==> config.mk <==
export PLATFORM = sky130hd
export DESIGN_NAME = if_fetch
export DESIGN_NICKNAME = d
export VERILOG_FILES = /design/src/rtl/if_fetch_pkg.sv /design/src/rtl/if_fetch.sv
export SDC_FILE = /design/constraint.sdc
export NUM_CORES = 1
export LEC_CHECK = 0
export CAP_MARGIN = 20
export CORE_ASPECT_RATIO = 0.6
export CORE_MARGIN = 3
export CORE_UTILIZATION = 46
export DETAILED_ROUTE_END_ITERATION = 12
export PLACE_DENSITY = 0.79
export SLEW_MARGIN = 10
export SYNTH_ARGS = -nofsm -noshare
export SYNTH_HDL_FRONTEND = slang
export SYNTH_SLANG_ARGS = --single-unit
export TNS_END_PERCENT = 1
==> constraint.sdc <==
create_clock -name clk -period 2.2 [get_ports clk]
set_input_delay 0.33 -clock clk [delete_from_list [all_inputs] [get_ports clk]]
set_output_delay 0.33 -clock clk [all_outputs]
set_load 0.005 [all_outputs]
==> src/rtl/if_fetch_pkg.sv <==
// Shared types and constants for the instruction fetch stage.
package if_fetch_pkg;

    typedef enum logic [2:0] {
        S_ISSUE0 = 3'd0,
        S_ISSUE1 = 3'd1,
        S_ISSUE2 = 3'd2,
        S_ISSUE3 = 3'd3,
        S_LAST   = 3'd4,
        S_HOLD   = 3'd5
    } fetch_state_e;

    localparam int unsigned INST_BYTES = 4;
    localparam logic [31:0] BUBBLE     = 32'h0;

    function automatic logic is_issue(input fetch_state_e s);
        return (s == S_ISSUE0) || (s == S_ISSUE1) || (s == S_ISSUE2) || (s == S_ISSUE3);
    endfunction

    // Issue states are encoded so their low two bits are the byte offset.
    function automatic logic [31:0] issue_offset(input fetch_state_e s);
        logic [2:0] v;
        v = s;
        return {30'd0, v[1:0]};
    endfunction

endpackage

==> src/rtl/if_fetch.sv <==
// Instruction fetch: assembles 32-bit little-endian words from a byte-wide memory
// port and presents them to decode, with redirect and stall handling.
module if_fetch
    import if_fetch_pkg::*;
#(
    parameter logic [31:0] RESET_PC = 32'h0
) (
    input  logic        clk,
    input  logic        rst_n,
    input  logic        stall,
    input  logic        jmp_en,
    input  logic [31:0] jmp_pc,
    input  logic        mem_rdy,
    input  logic [7:0]  mem_din,
    output logic        mem_re,
    output logic [31:0] mem_a,
    output logic [31:0] is,
    output logic [31:0] pc
);

    fetch_state_e state_q, state_d;
    logic [31:0]  fpc_q, fpc_d;
    logic [23:0]  buf_q, buf_d;
    logic [31:0]  is_d, pc_d;
    logic         acc_q;

    // Reset and redirect both suppress the request combinationally.
    assign mem_re = rst_n & ~jmp_en & is_issue(state_q);
    assign mem_a  = mem_re ? fpc_q + issue_offset(state_q) : 32'h0;

    always_comb begin
        state_d = state_q;
        fpc_d   = fpc_q;
        buf_d   = buf_q;
        is_d    = is;
        pc_d    = pc;
        if (jmp_en) begin
            fpc_d   = jmp_pc;
            is_d    = BUBBLE;
            pc_d    = 32'h0;
            state_d = S_ISSUE0;
        end else begin
            unique case (state_q)
                S_ISSUE0: begin
                    if (mem_rdy) state_d = S_ISSUE1;
                end
                S_ISSUE1: begin
                    if (acc_q) buf_d[7:0] = mem_din;
                    if (mem_rdy) state_d = S_ISSUE2;
                end
                S_ISSUE2: begin
                    if (acc_q) buf_d[15:8] = mem_din;
                    if (mem_rdy) state_d = S_ISSUE3;
                end
                S_ISSUE3: begin
                    if (acc_q) buf_d[23:16] = mem_din;
                    if (mem_rdy) state_d = S_LAST;
                end
                S_LAST: begin
                    is_d    = {mem_din, buf_q};
                    pc_d    = fpc_q + 32'(INST_BYTES);
                    state_d = S_HOLD;
                end
                S_HOLD: begin
                    if (!stall) begin
                        fpc_d   = fpc_q + 32'(INST_BYTES);
                        is_d    = BUBBLE;
                        state_d = S_ISSUE0;
                    end
                end
                default: state_d = S_ISSUE0;
            endcase
        end
    end

    always_ff @(posedge clk or negedge rst_n) begin
        if (!rst_n) begin
            state_q <= S_ISSUE0;
            fpc_q   <= RESET_PC;
            buf_q   <= 24'h0;
            is      <= BUBBLE;
            pc      <= 32'h0;
            acc_q   <= 1'b0;
        end else begin
            state_q <= state_d;
            fpc_q   <= fpc_d;
            buf_q   <= buf_d;
            is      <= is_d;
            pc      <= pc_d;
            acc_q   <= mem_re & mem_rdy;
        end
    end

endmodule

==> flow_summary.yaml, run 1 <==
floorplanning:
  die_h_um: 97.89
  die_area_um2: 15580
  ios: 142
  start_util: 0.4870
  die_width_um: 159.2
  std_cell_rows: 32
  core-area_um2: 13290
sta:
  maxSlewViolCount: 0
  final_hold_viol_count: 0
  finalSetupViolCount: 45
  skew_ns: 0.01369
  period_needed_ns: 2.802
  post-route-period-util: 1.274
  rsz0062_at_grt: "true"
  max_freq_ghz: 0.3569
  slew_headroom: 0.3231
  setup_tns_ns: -14.33
  worst_slew_pin_slew_ns: 1.015
  fin_ws_ns: -0.6018
yosys:
  ys_types: 55
  ys_seq_area_frac: 0.4793
  synthTopCellsByCount: "124 x dfrtp_1, 66 x nor2_1, 62 x nand2_1"
  yosys.cell_count.top_type: "dfrtp_1"
  synth_edf_count: 0
  syn_area_per_cell_um2: 9.944
  synth_nets: 700
  synth_top_area_frac: 0.4793
  synth_seq_cells: 124
  synthTopCellsByArea: "dfrtp_1 48%, xor2_1 5.4%, xnor2_1 5.1%"
  synthArstFlopShare: 1.000
  synthFlopType: "dfrtp_1"
  synthCells: 651
  syn-cell-area_um2: 6474
  synth_top_area_cell: "dfrtp_1"
  ys_warn_count: 0
route:
  vias: 6149
  drcViolationCount: 0
  drtIter0Drc: 628
  post_drt_wl_per_cell_um: 20.13
  wl_met3_mm: 2.083
  wirelength_mm: 21.81
  viasPerCell: 5.678
  met1_length_mm: 9.240
  wl_met2_mm: 10.11
  ant_nets: 0
  top_layer_used: "met5"
  first_pass_iters: 5
placement:
  dpl.hpwl_mm: 13.49
  gp_congestion: 0.8854
  dp_slack_ns: -0.4999
  io_buffers: 141
critical_path:
  crit_fanout: 3
  worstPathArrival_ns: 2.47
  startpoint_type: "flop"
  crit_path_end_kind: "output port"
  rr_startpoint: "fpc_q[8]"
  critPathKind: "flop to output port"
  reg2reg_depth: 10
  cp.required_ns: 1.87
  startpoint: "fpc_q[11]"
power_and_ir_drop:
  swShare: 0.2746
  p_clk_frac: 0.442
  intPower_mw: 4.540
  combPwrFrac: 0.157
  p_seq_frac: 0.402
  peakVddDrop_uv: 420.5
  power_density_nw_per_um2: 642.0
  p_leak_nw: 4.196
  p_switching_mw: 1.719
cts:
  insertion_delay_ns: 0.42
  cts_max_level: 4
  clk_path_buf_depth: 2
  cts_tree: "done"
  cts_sinks: 124
  cts_buffers: 17
  clk_pin_slew_worst_paths_ns: 0.06
  ctsRootBufferMaster: "clkbuf_16"
min_path:
  hold_class: "input pin to asynchronous set/reset pin"
job:
  cap_violations: 0
finish:
  insertedDiodeCount: 0
  nNetsFinal: 933
  syn_to_final_growth_pct: 50.60
  nFillCells: 858
  drive_gt1_frac: 0.3103
status:
  violations: "negative setup slack"
  status: "finished, violations left"
global_route:
  grtUsageTotal: 0.2764
  grt_overflow_total: 0
  antenna_found_initial: 1
  grt_pass1_vias: 6350
  grt_max_degree: 100
  grt_pass1_wl_mm: 34.49
==> area by class of cell <==
type                    count  area, um^2  area share
multi-input cells         458        3343      0.3429
clock inverters            11       110.1     0.01129
well taps                 187       234.0     0.02400
inverters                   4       15.01    0.001540
flip-flops and latches    124        3109      0.3189
repair buffers            279        2471      0.2535
clock buffers              20       466.7     0.04787
==> cells in the final DEF (no fill, tap or decap), types with 4 or more instances in the layout <==
cell type and count:
mux2_2 26, clkdlybuf4s15_2 4, nand4b_1 4, a21oi_2 5
and3_1 4, or3_1 8, nand4_1 19, o21ai_1 8
nor3_1 9, nand2_1 62, inv_1 4, nor3_4 8
buf_2 18, a211oi_1 24, dfrtp_1 119, nand3_1 10
dfrtp_2 5, a21oi_1 10, clkbuf_16 17, xnor2_1 37
xor2_1 39, a22o_1 32, o21ai_0 31, buf_6 22
clkdlybuf4s50_1 112, nor2_1 64, buf_4 112
==> power by group through the flow <==
stage	clock (mW)	sequential (mW)	combinational, mW
floorplan	0	2.51	0.439
detailed placement	0	2.54	0.854
CTS	2.77	2.50	0.924
global placement	0	2.53	0.826
global route	2.88	2.53	1.05
finish	2.77	2.51	0.980
==> cell families after synthesis <==
kind of cell,after synthesis,synth area share
xor+xnor,78,0.1055
mux,28,0.04832
fa+ha+maj,4,0.008891
buf+inv,69,0.05044
flops,124,0.4793
compound gates,119,0.1235
simple gates,229,0.1840
==> metrics by stage <==
stage / hold WS [ns] / util / cells / power (mW) / instance area, um^2
after CTS: 0.2208 / 0.7255 / 1075 / 6.200 / 9644
final: 0.1858 / 0.7334 / 1083 / 6.259 / 9749
after detailed placement: 0.3912 / 0.6466 / 1013 / 3.394 / 8594
after floorplan: 0.03441 / - / 651 / 2.949 / 6484
after global routing: 0.2753 / 0.7334 / 1083 / 6.459 / 9749
after global placement: 0.3784 / 0.6466 / 1013 / 3.356 / 8594
==> worst paths after layout <==
path / to / slack, ns
worst min register to register: is[1] / 0.48
worst min-delay path: fpc_q[30] / 0.19
worst max register to register: fpc_q[25] / -0.14
max in group asynchronous: fpc_q[2] / 1.24
min in group clk: acc_q / 0.32
worst max-delay path: mem_a[25] / -0.60
==> what timing repair did <==
action	4_1_cts	5_1_grt
endpoints found under the setup margin	34	64
pin swaps	41	34
hold endpoints to repair	54	0
hold buffers	1	0
setup buffers	30	12
gates cloned	1	0
gates resized for setup	146	35
==> metal layers <==
metal	GRT usage	vias to the layer above
met5	0	-
met4	0.08675	2
met3	0.08181	48
met2	0.4305	326
met1	0.3757	3028
li1	-	2745
==> worst max-delay path, cell delays in order, from the launching register on <==
cell             delay (ns)
dfrtp_1                0.35
buf_4                  0.12
nand2_2                0.09
nor3_1                 0.22
buf_4                  0.17
nand4_1                0.17
buf_4                  0.21
or3_1                  0.32
a21oi_1                0.17
clkdlybuf4s15_2        0.23
==> flip-flops by register name, indices dropped and copies added, names as in the netlist <==
signal / cells
acc_q: 1
buf_q: 24
state_q: 3
is: 32
fpc_q: 32
pc: 32
(Power assumes the default switching activity.)
==> run 2, diff against run 1 <==
--- a/config.mk
+++ b/config.mk
@@ -10,7 +10,7 @@
 export CORE_MARGIN = 3
 export CORE_UTILIZATION = 46
 export DETAILED_ROUTE_END_ITERATION = 12
-export PLACE_DENSITY = 0.79
+export PLACE_DENSITY = 0.77
 export SLEW_MARGIN = 10
 export SYNTH_ARGS = -nofsm -noshare
 export SYNTH_HDL_FRONTEND = slang
==> flow_summary.yaml, run 2 (synthesis results as in run 1) <==
status:
  status: "finished, violations left"
  violations: "negative setup slack"
power_and_ir_drop:
  p_seq_frac: 0.398
  p_switching_mw: 1.700
  p_leak_nw: 4.320
  combPwrFrac: 0.160
  swShare: 0.2692
  p_clk_frac: 0.443
  intPower_mw: 4.615
  p_total_mw: 6.315
  peakVddDrop_uv: 468.4
  power_density_nw_per_um2: 636.5
floorplanning:
  ios: 142
  die_area_um2: 15580
  start_util: 0.4870
  die_width_um: 159.2
  core-area_um2: 13290
  std_cell_rows: 32
  die_h_um: 97.89
sta:
  whs_ns: 0.05072
  skew_ns: 0.01488
  worst_slew_pin_slew_ns: 1.012
  rsz0062_at_grt: "true"
  post-route-period-util: 1.285
  fin_ws_ns: -0.6263
  setup_tns_ns: -16.79
  slew_headroom: 0.3256
  max_freq_ghz: 0.3538
  period_needed_ns: 2.826
  maxSlewViolCount: 0
  finalSetupViolCount: 55
  final_hold_viol_count: 0
global_route:
  grt_max_degree: 100
  grt_overflow_total: 0
  antenna_found_initial: 1
  grtUsageTotal: 0.2702
  grt_pass1_vias: 6288
  grt_pass1_wl_mm: 33.55
critical_path:
  crit_top_cell: "buf_4"
  path_buf_inv: 4
  cp_top_family: "buffers and inverters"
  critPathKind: "flop to output port"
  crit_fanout: 2
  startpoint_type: "flop"
  worstPathArrival_ns: 2.50
  cp_slowest_cell: "dfrtp_1"
  crit_chain: "ha_4 > buf_4 > a21o_1 > nand4_1 > buf_4 > buf_4 > or3_4 > a21oi_2 > buf_2"
  r2r_slack_ns: -0.27
  slowest_delay_ns: 0.47
  cp.required_ns: 1.87
  crit_path_end_kind: "output port"
finish:
  drive_gt1_frac: 0.3352
  reg_top3: "fpc_q x32, is x32, pc x32"
  syn_to_final_growth_pct: 53.27
  layout_common_cells: "123 x buf_4, 119 x dfrtp_1, 107 x clkdlybuf4s50_1"
  fin_cells: 1091
  nNetsFinal: 940
  mostFrequentLayoutCell: "buf_4"
  nFillCells: 858
  insertedDiodeCount: 0
  stdcell_area_um2: 9922
placement:
  gp_congestion: 0.9089
  io_buffers: 141
  dp.cells: 1012
  dpl_cell_area_um2: 8600
  dpl.hpwl_mm: 13.69
route:
  first_pass_iters: 5
  viasPerCell: 5.725
  vias: 6246
  ant_nets: 0
  wirelength_mm: 21.92
  drtIter0Drc: 508
  post_drt_wl_per_cell_um: 20.09
  drcViolationCount: 0
cts:
  ctsRootBufferMaster: "clkbuf_16"
  cts_buffers: 17
  clk_path_buf_depth: 2
  insertion_delay_ns: 0.42
  clk_pin_slew_worst_paths_ns: 0.06
  cts_tree: "done"
  cts_max_level: 4
  cts_sinks: 124
job:
  cap_violations: 0
min_path:
  hold_class: "input pin to asynchronous set/reset pin"
-- run 2: cell count changes in the layout (fill, tap and decap cells not counted), moves of 4 or more --
cell / change
buf_4: +11
buf_6: -7
clkdlybuf4s50_1: -5
nor3_2: +5
o21ai_1: +5
nor3_1: -4
o21ai_0: -4
-- run 2: per-layer routing --
layer  global-route usage  wire (um)
met5                    0         13
met4              0.08070        506
met3              0.08181       1788
met2               0.4038       9832
met1               0.3818       9775
-- run 2: path summary, 6_finish.rpt --
path	start	to	cells after the start
worst max-delay path	state_q[0]	mem_a[25]	9
worst min-delay path	rst_n	is[25]	2
worst max register to register	fpc_q[12]	pc[24]	13
worst min register to register	buf_q[23]	is[23]	1
max in group asynchronous	rst_n	state_q[1]	3
min in group clk	jmp_pc[19]	fpc_q[19]	3
-- run 2: power by group through the flow --
stage          clock network (mW)  logic, mW  registers, mW
3_3_place_gp                    0      0.832           2.53
3_5_place_dp                    0      0.852           2.54
5_1_grt                      2.94       1.08           2.53
2_1_floorplan                   0      0.439           2.51
4_1_cts                      2.81      0.912           2.50
6_report                     2.79       1.01           2.51
-- run 2: area by class of cell --
| class | instances | area [um^2] | area share |
|---|---|---|---|
| sequential | 124 | 3109 | 0.3134 |
| clock inverter | 13 | 142.6 | 0.01438 |
| timing repair buffer | 286 | 2545 | 0.2565 |
| multi-input combinational | 458 | 3433 | 0.3460 |
| inverter | 4 | 15.01 | 0.001513 |
| tap | 187 | 234.0 | 0.02358 |
| clock buffer | 19 | 442.9 | 0.04464 |
-- run 2: per-stage QoR --
step                setup slack, ns  utilization
floorplan                   0.01004            -
global placement            -0.4379       0.6469
detailed placement          -0.4852       0.6469
CTS                         -0.5897       0.7264
global route                -0.6909       0.7464
finish                      -0.6263       0.7464
-- run 2: worst register-to-register path: stages, from the launching register on --
cell      delay [ns]
dfrtp_1         0.38
buf_6           0.13
nand4_1         0.21
nor4_4          0.39
buf_4           0.20
buf_16          0.10
buf_6           0.09
buf_4           0.10
buf_4           0.11
buf_4           0.10
buf_4           0.11
nand3_1         0.08
xor2_1          0.15
a211oi_1        0.20
-- run 2: what timing repair did --
action	4_1_cts	5_1_grt
hold endpoints to repair	16	0
setup buffers	30	16
pin swaps	47	39
gates cloned	1	0
endpoints found under the setup margin	31	63
hold buffers	1	0
gates resized for setup	157	50
